[config.mk]
export PLATFORM = sky130hd
export DESIGN_NAME = bcd_to_binary
export DESIGN_NICKNAME = d
export VERILOG_FILES = /design/src/rtl/bcd_to_binary.sv
export SDC_FILE = /design/constraint.sdc
export NUM_CORES = 1
export LEC_CHECK = 0
export ABC_AREA = 1
export BUFFER_PORTS_ARGS = -buffer_cell sky130_fd_sc_hd__buf_2
export CORE_UTILIZATION = 59
export CTS_CLUSTER_DIAMETER = 120
export DETAILED_ROUTE_END_ITERATION = 10
export PLACE_DENSITY = 0.89
export SETUP_SLACK_MARGIN = 0.05
export SLEW_MARGIN = 10
export SYNTH_ARGS = -nofsm -noshare
export SYNTH_HDL_FRONTEND = slang
export SYNTH_SLANG_ARGS = --single-unit
[constraint.sdc]
create_clock -name clk -period 4.24 [get_ports clk]
set_clock_uncertainty 0.2 [all_clocks]
set_input_delay 0.636 -clock clk [delete_from_list [all_inputs] [get_ports clk]]
set_output_delay 0.636 -clock clk [all_outputs]
set_load 0.02 [all_outputs]
[src/rtl/bcd_to_binary.sv]
// Sequential reverse double-dabble: packed BCD in, unsigned binary out.
// One shift-and-correct step per clock, start/busy/done handshake.
module bcd_to_binary #(
  parameter int DIGITS    = 3,
  parameter int BIN_WIDTH = 10
) (
  input  logic                  clk,
  input  logic                  reset,
  input  logic                  start,
  input  logic [4*DIGITS-1:0]   bcd_in,
  output logic                  busy,
  output logic                  done,
  output logic [BIN_WIDTH-1:0]  bin_out,
  output logic                  error
);

  localparam int BCD_W  = 4 * DIGITS;
  localparam int WORK_W = BCD_W + BIN_WIDTH;
  localparam int CNT_W  = $clog2(BIN_WIDTH + 1);

  if ((64'd1 << BIN_WIDTH) <= 64'(10 ** DIGITS - 1)) begin : g_width_check
    $error("BIN_WIDTH cannot hold the largest DIGITS-digit decimal value");
  end

  typedef enum logic [1:0] {
    S_IDLE  = 2'd0,
    S_SHIFT = 2'd1,
    S_DONE  = 2'd2
  } state_e;

  function automatic logic has_bad_digit(input logic [BCD_W-1:0] bcd);
    logic bad;
    bad = 1'b0;
    for (int i = 0; i < DIGITS; i++) begin
      bad = bad | (bcd[4*i +: 4] > 4'd9);
    end
    return bad;
  endfunction

  // Shift right, then pull every BCD digit >= 8 back down by 3 (no borrow between digits).
  function automatic logic [WORK_W-1:0] shift_step(input logic [WORK_W-1:0] w);
    logic [WORK_W-1:0] s;
    s = {1'b0, w[WORK_W-1:1]};
    for (int i = 0; i < DIGITS; i++) begin
      s[BIN_WIDTH + 4*i +: 4] = (s[BIN_WIDTH + 4*i +: 4] >= 4'd8) ?
                                (s[BIN_WIDTH + 4*i +: 4] - 4'd3) :
                                s[BIN_WIDTH + 4*i +: 4];
    end
    return s;
  endfunction

  state_e                state_q, state_d;
  logic [WORK_W-1:0]     work_q, work_d;
  logic [CNT_W-1:0]      cnt_q, cnt_d;
  logic                  busy_q, busy_d;
  logic                  done_q, done_d;
  logic [BIN_WIDTH-1:0]  bin_out_q, bin_out_d;
  logic                  error_q, error_d;

  always_comb begin
    state_d   = state_q;
    work_d    = work_q;
    cnt_d     = cnt_q;
    busy_d    = 1'b0;
    done_d    = 1'b0;
    bin_out_d = bin_out_q;
    error_d   = error_q;
    case (state_q)
      S_IDLE: begin
        if (start) begin
          work_d = {bcd_in, {BIN_WIDTH{1'b0}}};
          if (has_bad_digit(bcd_in)) begin
            // Invalid digit: report straight away, never run the shifter.
            state_d   = S_DONE;
            done_d    = 1'b1;
            bin_out_d = {BIN_WIDTH{1'b0}};
            error_d   = 1'b1;
          end else begin
            state_d = S_SHIFT;
            cnt_d   = CNT_W'(BIN_WIDTH);
            busy_d  = 1'b1;
          end
        end else begin
          state_d = S_IDLE;
        end
      end
      S_SHIFT: begin
        work_d = shift_step(work_q);
        cnt_d  = cnt_q - CNT_W'(1);
        if (cnt_q == CNT_W'(1)) begin
          state_d   = S_DONE;
          done_d    = 1'b1;
          bin_out_d = work_d[BIN_WIDTH-1:0];
          error_d   = 1'b0;
        end else begin
          busy_d = 1'b1;
        end
      end
      S_DONE: begin
        state_d = S_IDLE;
      end
      default: begin
        state_d = S_IDLE;
      end
    endcase
  end

  always_ff @(posedge clk) begin
    if (reset) begin
      state_q   <= S_IDLE;
      work_q    <= {WORK_W{1'b0}};
      cnt_q     <= {CNT_W{1'b0}};
      busy_q    <= 1'b0;
      done_q    <= 1'b0;
      bin_out_q <= {BIN_WIDTH{1'b0}};
      error_q   <= 1'b0;
    end else begin
      state_q   <= state_d;
      work_q    <= work_d;
      cnt_q     <= cnt_d;
      busy_q    <= busy_d;
      done_q    <= done_d;
      bin_out_q <= bin_out_d;
      error_q   <= error_d;
    end
  end

  assign busy    = busy_q;
  assign done    = done_q;
  assign bin_out = bin_out_q;
  assign error   = error_q;

endmodule

==> flow_metrics.env, run 1 <==
export IMPL_outcome="complete, no violations"
export IMPL_synth_yosys_seq_area_share_pct=45.5
export IMPL_gpl_final_weighted_congestion=0.825
export IMPL_yosys_top_cells_area="dfxtp_1 46%, a21oi_1 11%, nand2_1 10%"
export IMPL_syn2layout_area_growth_pct=9.03
export IMPL_drt_iter0_drc=65
export IMPL_postCtsHoldBufs=0
export IMPL_fin_area_um2=1920
export IMPL_final_setup_worst_slack_ns=2.20
export IMPL_synth_top_flop_cell="dfxtp_1"
export IMPL_drive_gt1_share_pct=17.6
export IMPL_fmax_mhz=490
export IMPL_synth_edf_count=0
export IMPL_grt_usage_pct=24.1
export IMPL_grt_ovfl_total=0
export IMPL_hold_path_depth=2
export IMPL_clk_pin_slew_worst_paths_ns=0.11
export IMPL_min_to="work_q[21]$_SDFFE_PP0P_"
export IMPL_slew_viol_final=0
export IMPL_antenna_found_initial=0
export IMPL_hold_ws_ns=0.273
export IMPL_dieArea_um2=3200
export IMPL_finalCriticalPeriod_ns=2.04
export IMPL_htree_num_levels=2
export IMPL_ios=28
export IMPL_syn_avg_cell_area_um2=7.82
export IMPL_worstPathMaxFanout=27
export IMPL_irDropWorstVdd_mv=0.334
export IMPL_cts_sinks=40
export IMPL_finalPower_uw=703
export IMPL_syn_nets=246
export IMPL_synth_top_cell_area_share_pct=45.5
export IMPL_hpwl_um=2400
export IMPL_p_leak_nw=0.804
export IMPL_cp_data_required_time_ns=4.30
export IMPL_routed_via_density=5.59
export IMPL_r2r_start="state_q[1]$_SDFFE_PP0N_"
export IMPL_io_buffer_count=27
export IMPL_placement_cell_area_um2=1860
export IMPL_period_share_pct=48.1
export IMPL_synth_common_cells="49 x nand2_1, 40 x a21oi_1, 40 x dfxtp_1"
export IMPL_wl_per_cell_um=12.6
export IMPL_diodes=0
export IMPL_cts_root_buf="clkbuf_4"
export IMPL_r2r_cells=7
export IMPL_critPathCaptureType="register"
export IMPL_yosys_cell_count_top_type="nand2_1"
export IMPL_cp_start_kind="register"
export IMPL_crit_arrival_ns=2.10
export IMPL_fp_dieW_um=56.6
export IMPL_ant_nets=0
export IMPL_die_h_um=56.6
export IMPL_ys_ff_latch=40
export IMPL_grt_pass1_vias=1389
export IMPL_cts_tree="built"
export IMPL_hold_violations=0
export IMPL_synthArstFlopShare_pct=0
export IMPL_worstSetupPathType="reg2reg"
export IMPL_clk_latency_ns=0.34
export IMPL_power_density_nw_per_um2=366
export IMPL_vias=1570
export IMPL_grt_pass1_wl_um=6070
export IMPL_r2r_end="bin_out[8]$_SDFFE_PP0P_"
export IMPL_cap_violations=0
export IMPL_hold_class="reg2reg"
export IMPL_cts_resized=0
export IMPL_core_area_um2=2780
export IMPL_rsz0062_at_grt="no"
export IMPL_synth_distinct_cells=28
export IMPL_yosys_warnings=0
export IMPL_slew_headroom_pct=63.7
export IMPL_routed_wl_um=3530
export IMPL_fin_util_pct=69.0
export IMPL_grt_start_max_net_pins=32
export IMPL_fin_cells=281
export IMPL_syn_cell_area_um2=1760
export IMPL_first_pass_iters=4
export IMPL_min_from="work_q[21]$_SDFFE_PP0P_"
export IMPL_place_inst=273
export IMPL_synth_area_leader_cell="dfxtp_1"
export IMPL_cts_buffers=5
export IMPL_final_nets=270
export IMPL_setup_viol=0
export IMPL_clockBufferDepth=2
export IMPL_setup_tns_ns=0
export IMPL_start_util_pct=63.2
export IMPL_std_cell_rows=19
export IMPL_dp_slack_ns=2.21
export IMPL_drc=0
export IMPL_n_fill_cell=238
export IMPL_rrSetupSlack_ns=2.20
export IMPL_syn_inst=225
export IMPL_worst_pin_slew_ns=0.544
export IMPL_post_cts_repair_setup_buffers=0
kinds of logic (layout without fill, tap and decap cells):
logic type                 Yosys count  count (layout)  share of synthesized area [%]
buffers and inverters               26              51                           7.75
and+or+nand+nor                     87              87                           22.0
DFF                                 40              40                           45.5
xor gates and xnor gates             2               2                          0.996
AOI/OAI and AO/OA                   64              64                           19.5
adders and majority gates            6               6                           4.27
area by class of cell:
cell class	instances	area (um^2)	area share (%)
multi-input cells	159	822	42.9
flip-flops and latches	40	801	41.7
repair buffers	27	135	7.05
inverters	16	62.6	3.26
clock buffers	8	58.8	3.07
well taps	31	38.8	2.02
worst max path at each step:
stage,startpoint,endpoint,slack [ns],cells after the start
6_report,state_q[1]$_SDFFE_PP0N_,bin_out[8]$_SDFFE_PP0P_,2.20,7
4_1_cts,state_q[1]$_SDFFE_PP0N_,bin_out[6]$_SDFFE_PP0P_,2.20,7
3_3_place_gp,reset,work_q[18]$_SDFFE_PP0P_,2.22,4
2_1_floorplan,bcd_in[5],bin_out[5]$_SDFFE_PP0P_,2.66,6
3_5_place_dp,reset,work_q[17]$_SDFFE_PP0P_,2.21,4
5_1_grt,state_q[1]$_SDFFE_PP0N_,bin_out[6]$_SDFFE_PP0P_,2.02,7
state kept, by name, indices dropped and copies added (netlist names):
register	cells
busy	1
state_q	2
work_q	21
error	1
bin_out	10
done	1
cnt_q	4
power breakdown:
| group | switching [mW] | internal [mW] | total (mW) |
|---|---|---|---|
| combinational | 0.0665 | 0.0340 | 0.101 |
| clock | 0.114 | 0.0819 | 0.196 |
| sequential | 0.0125 | 0.394 | 0.406 |
metal layers:
metal	up-vias	part of all wire [%]	global-route usage, %
li1	805	-	-
met1	731	49	32.7
met2	28	46	37.5
met3	6	3.6	6.22
met4	0	1.5	8.01
met5	-	0	0
placed cells by master, fill, tap and decap left out, drive strengths merged:
cell | synthesis | layout
clkinv | 1 | 1
dfxtp | 40 | 40
nand4 | 2 | 2
a21oi | 41 | 41
nand3b | 1 | 1
nor2 | 11 | 11
inv | 15 | 15
buf | 7 | 27
or2 | 1 | 1
o21ai | 16 | 16
nand2 | 51 | 51
nand3 | 21 | 21
ha | 6 | 6
clkbuf | 3 | 8
o2111ai | 2 | 2
o221ai | 1 | 1
o21bai | 2 | 2
a31oi | 2 | 2
xor2 | 2 | 2
worst max-delay path, stage by stage, from the launching register on:
cell and delay (ns):
dfxtp_1 0.33, inv_2 0.06, nand2_2 0.15, inv_2 0.40, nand3_2 0.37, inv_2 0.24, nand2_1 0.07, a21oi_1 0.14
Power figures use the tool's default switching activity.
==> run 2, diff against run 1 <==
--- a/config.mk
+++ b/config.mk
@@ -7,10 +7,10 @@
 export LEC_CHECK = 0
 export ABC_AREA = 1
 export BUFFER_PORTS_ARGS = -buffer_cell sky130_fd_sc_hd__buf_2
-export CORE_UTILIZATION = 59
+export CORE_UTILIZATION = 50
 export CTS_CLUSTER_DIAMETER = 120
 export DETAILED_ROUTE_END_ITERATION = 10
-export PLACE_DENSITY = 0.89
+export PLACE_DENSITY = 0.81
 export SETUP_SLACK_MARGIN = 0.05
 export SLEW_MARGIN = 10
 export SYNTH_ARGS = -nofsm -noshare
==> constraint.sdc (replaced) <==
create_clock -name clk -period 1.8 [get_ports clk]
set_clock_uncertainty 0.2 [all_clocks]
set_input_delay 0.27 -clock clk [delete_from_list [all_inputs] [get_ports clk]]
set_output_delay 0.27 -clock clk [all_outputs]
set_load 0.02 [all_outputs]
==> flow_metrics.env, run 2 (synthesized netlist as in run 1, its figures left out) <==
export IMPL_outcome="complete, no violations"
export IMPL_diodes=0
export IMPL_finalPower_mw=1.66
export IMPL_cp_data_required_time_ns=1.85
export IMPL_cts_buffers=5
export IMPL_final_setup_worst_slack_ns=0.156
export IMPL_cts_root_buf="clkbuf_4"
export IMPL_slew_headroom_pct=63.0
export IMPL_r2r_end="work_q[17]$_SDFFE_PP0P_"
export IMPL_clk_pin_slew_worst_paths_ns=0.12
export IMPL_grt_pass1_wl_um=6420
export IMPL_std_cell_rows=21
export IMPL_endpoint="work_q[17]$_SDFFE_PP0P_"
export IMPL_worstSetupPathType="reg2reg"
export IMPL_ios=28
export IMPL_final_nets=279
export IMPL_rrSetupSlack_ns=0.16
export IMPL_grt_ovfl_total=0
export IMPL_hold_violations=0
export IMPL_antenna_found_initial=0
export IMPL_drc=0
export IMPL_hold_ws_ns=0.00596
export IMPL_finalCriticalPeriod_ns=1.64
export IMPL_period_share_pct=91.3
export IMPL_placement_cell_area_um2=1910
export IMPL_slew_viol_final=0
export IMPL_r2r_cells=4
export IMPL_htree_num_levels=2
export IMPL_clockBufferDepth=2
export IMPL_rsz0062_at_grt="no"
export IMPL_gpl_final_weighted_congestion=0.810
export IMPL_cp_start_kind="register"
export IMPL_wl_per_cell_um=12.8
export IMPL_drt_iter0_drc=91
export IMPL_layout_commonest_cell="nand2_1"
export IMPL_regMostFlops="work_q"
export IMPL_largest_register_ffs=21
export IMPL_worst_pin_slew_ns=0.552
export IMPL_crit_start="state_q[1]$_SDFFE_PP0N_"
export IMPL_most_common_layout_cells="49 x nand2_1, 40 x a21oi_1, 40 x dfxtp_1"
export IMPL_ant_nets=0
export IMPL_die_h_um=61.3
export IMPL_cts_tree="built"
export IMPL_fp_dieW_um=61.3
export IMPL_setup_viol=0
export IMPL_grt_pass1_vias=1406
export IMPL_dp_slack_ns=0.235
export IMPL_r2r_start="state_q[1]$_SDFFE_PP0N_"
export IMPL_fin_area_um2=2010
export IMPL_fmax_mhz=608
export IMPL_setup_tns_ns=0
export IMPL_drive_gt1_share_pct=19.4
export IMPL_io_buffer_count=27
export IMPL_p_leak_nw=0.840
export IMPL_hpwl_um=2580
export IMPL_hold_class="in2reg"
export IMPL_crit_arrival_ns=1.69
export IMPL_grt_start_max_net_pins=31
export IMPL_grt_usage_pct=23.7
export IMPL_routed_wl_um=3900
export IMPL_first_pass_iters=4
export IMPL_vias=1629
export IMPL_worstPathMaxFanout=6
export IMPL_irDropWorstVdd_mv=0.457
export IMPL_start_util_pct=52.3
export IMPL_critPathCaptureType="register"
export IMPL_routed_via_density=5.36
export IMPL_core_area_um2=3360
export IMPL_cts_sinks=40
export IMPL_dieArea_um2=3760
export IMPL_clk_latency_ns=0.36
export IMPL_syn2layout_area_growth_pct=14.4
export IMPL_power_density_nw_per_um2=824
export IMPL_cap_violations=0
## run 2: cell count changes in the layout (fill, tap and decap cells not counted), sizes merged
cell / before / now
clkinv: 1 / 2
clkinvlp: 0 / 1
clkbuf: 8 / 5
dlygate4sd3: 0 / 4
buf: 27 / 32
## run 2: layout make-up
| cell class | count | area (um^2) |
|---|---|---|
| flip-flops and latches | 40 | 801 |
| clock inverters | 2 | 12.5 |
| multi-input cells | 159 | 830 |
| inverters | 16 | 62.6 |
| repair buffers | 36 | 213 |
| clock buffers | 5 | 37.5 |
| well taps | 46 | 57.6 |
| fillers | 320 | 1350 |
## run 2: critical path, cell delays in order, from the launching register on
cell,delay [ns]
dfxtp_1,0.34
nor2_1,0.45
nand2_1,0.23
o2111ai_1,0.26
inv_1,0.06
## run 2: through the flow
stage / utilization (%) / instances
finish: 59.9 / 304
global route: 59.9 / 304
CTS: 59.4 / 303
detailed placement: 56.7 / 292
global placement: 56.7 / 292
floorplan: - / 225
## run 2: worst min-delay path by stage
stage / cells past startpoint / to / slack (ns) / from
final: 3 / work_q[15]$_SDFFE_PP0P_ / 0.006 / bcd_in[5]
after global routing: 3 / work_q[17]$_SDFFE_PP0P_ / 0.03 / bcd_in[7]
after CTS: 3 / work_q[15]$_SDFFE_PP0P_ / 0.001 / bcd_in[5]
after detailed placement: 2 / work_q[1]$_SDFFE_PP0P_ / 0.26 / work_q[1]$_SDFFE_PP0P_
after global placement: 2 / work_q[21]$_SDFFE_PP0P_ / 0.25 / work_q[21]$_SDFFE_PP0P_
after floorplan: 2 / work_q[19]$_SDFFE_PP0P_ / 0.23 / bcd_in[9]
## run 2: where the power goes
part	switching (mW)	total, mW	leakage [nW]	internal (mW)
Combinational	0.168	0.262	0.486	0.0940
Sequential	0.0304	0.958	0.326	0.928
Clock	0.297	0.439	0.0271	0.142
Total	0.495	1.66	0.840	1.16
## run 2: layer usage
metal	track usage [%]	routed length, um	share of wire, %
met5	0	0	0
met1	32.6	1900	49
met4	8.77	71	1.8
met2	35.4	1800	46
met3	6.51	139	3.6
## run 2: timing repair
action | 4_1_cts | 5_1_grt
hold buffers | 4 | 0
setup buffers | 0 | 1
gates resized for setup | 0 | 2
endpoints found under the setup margin | 0 | 11
endpoints found under the hold margin | 4 | 0
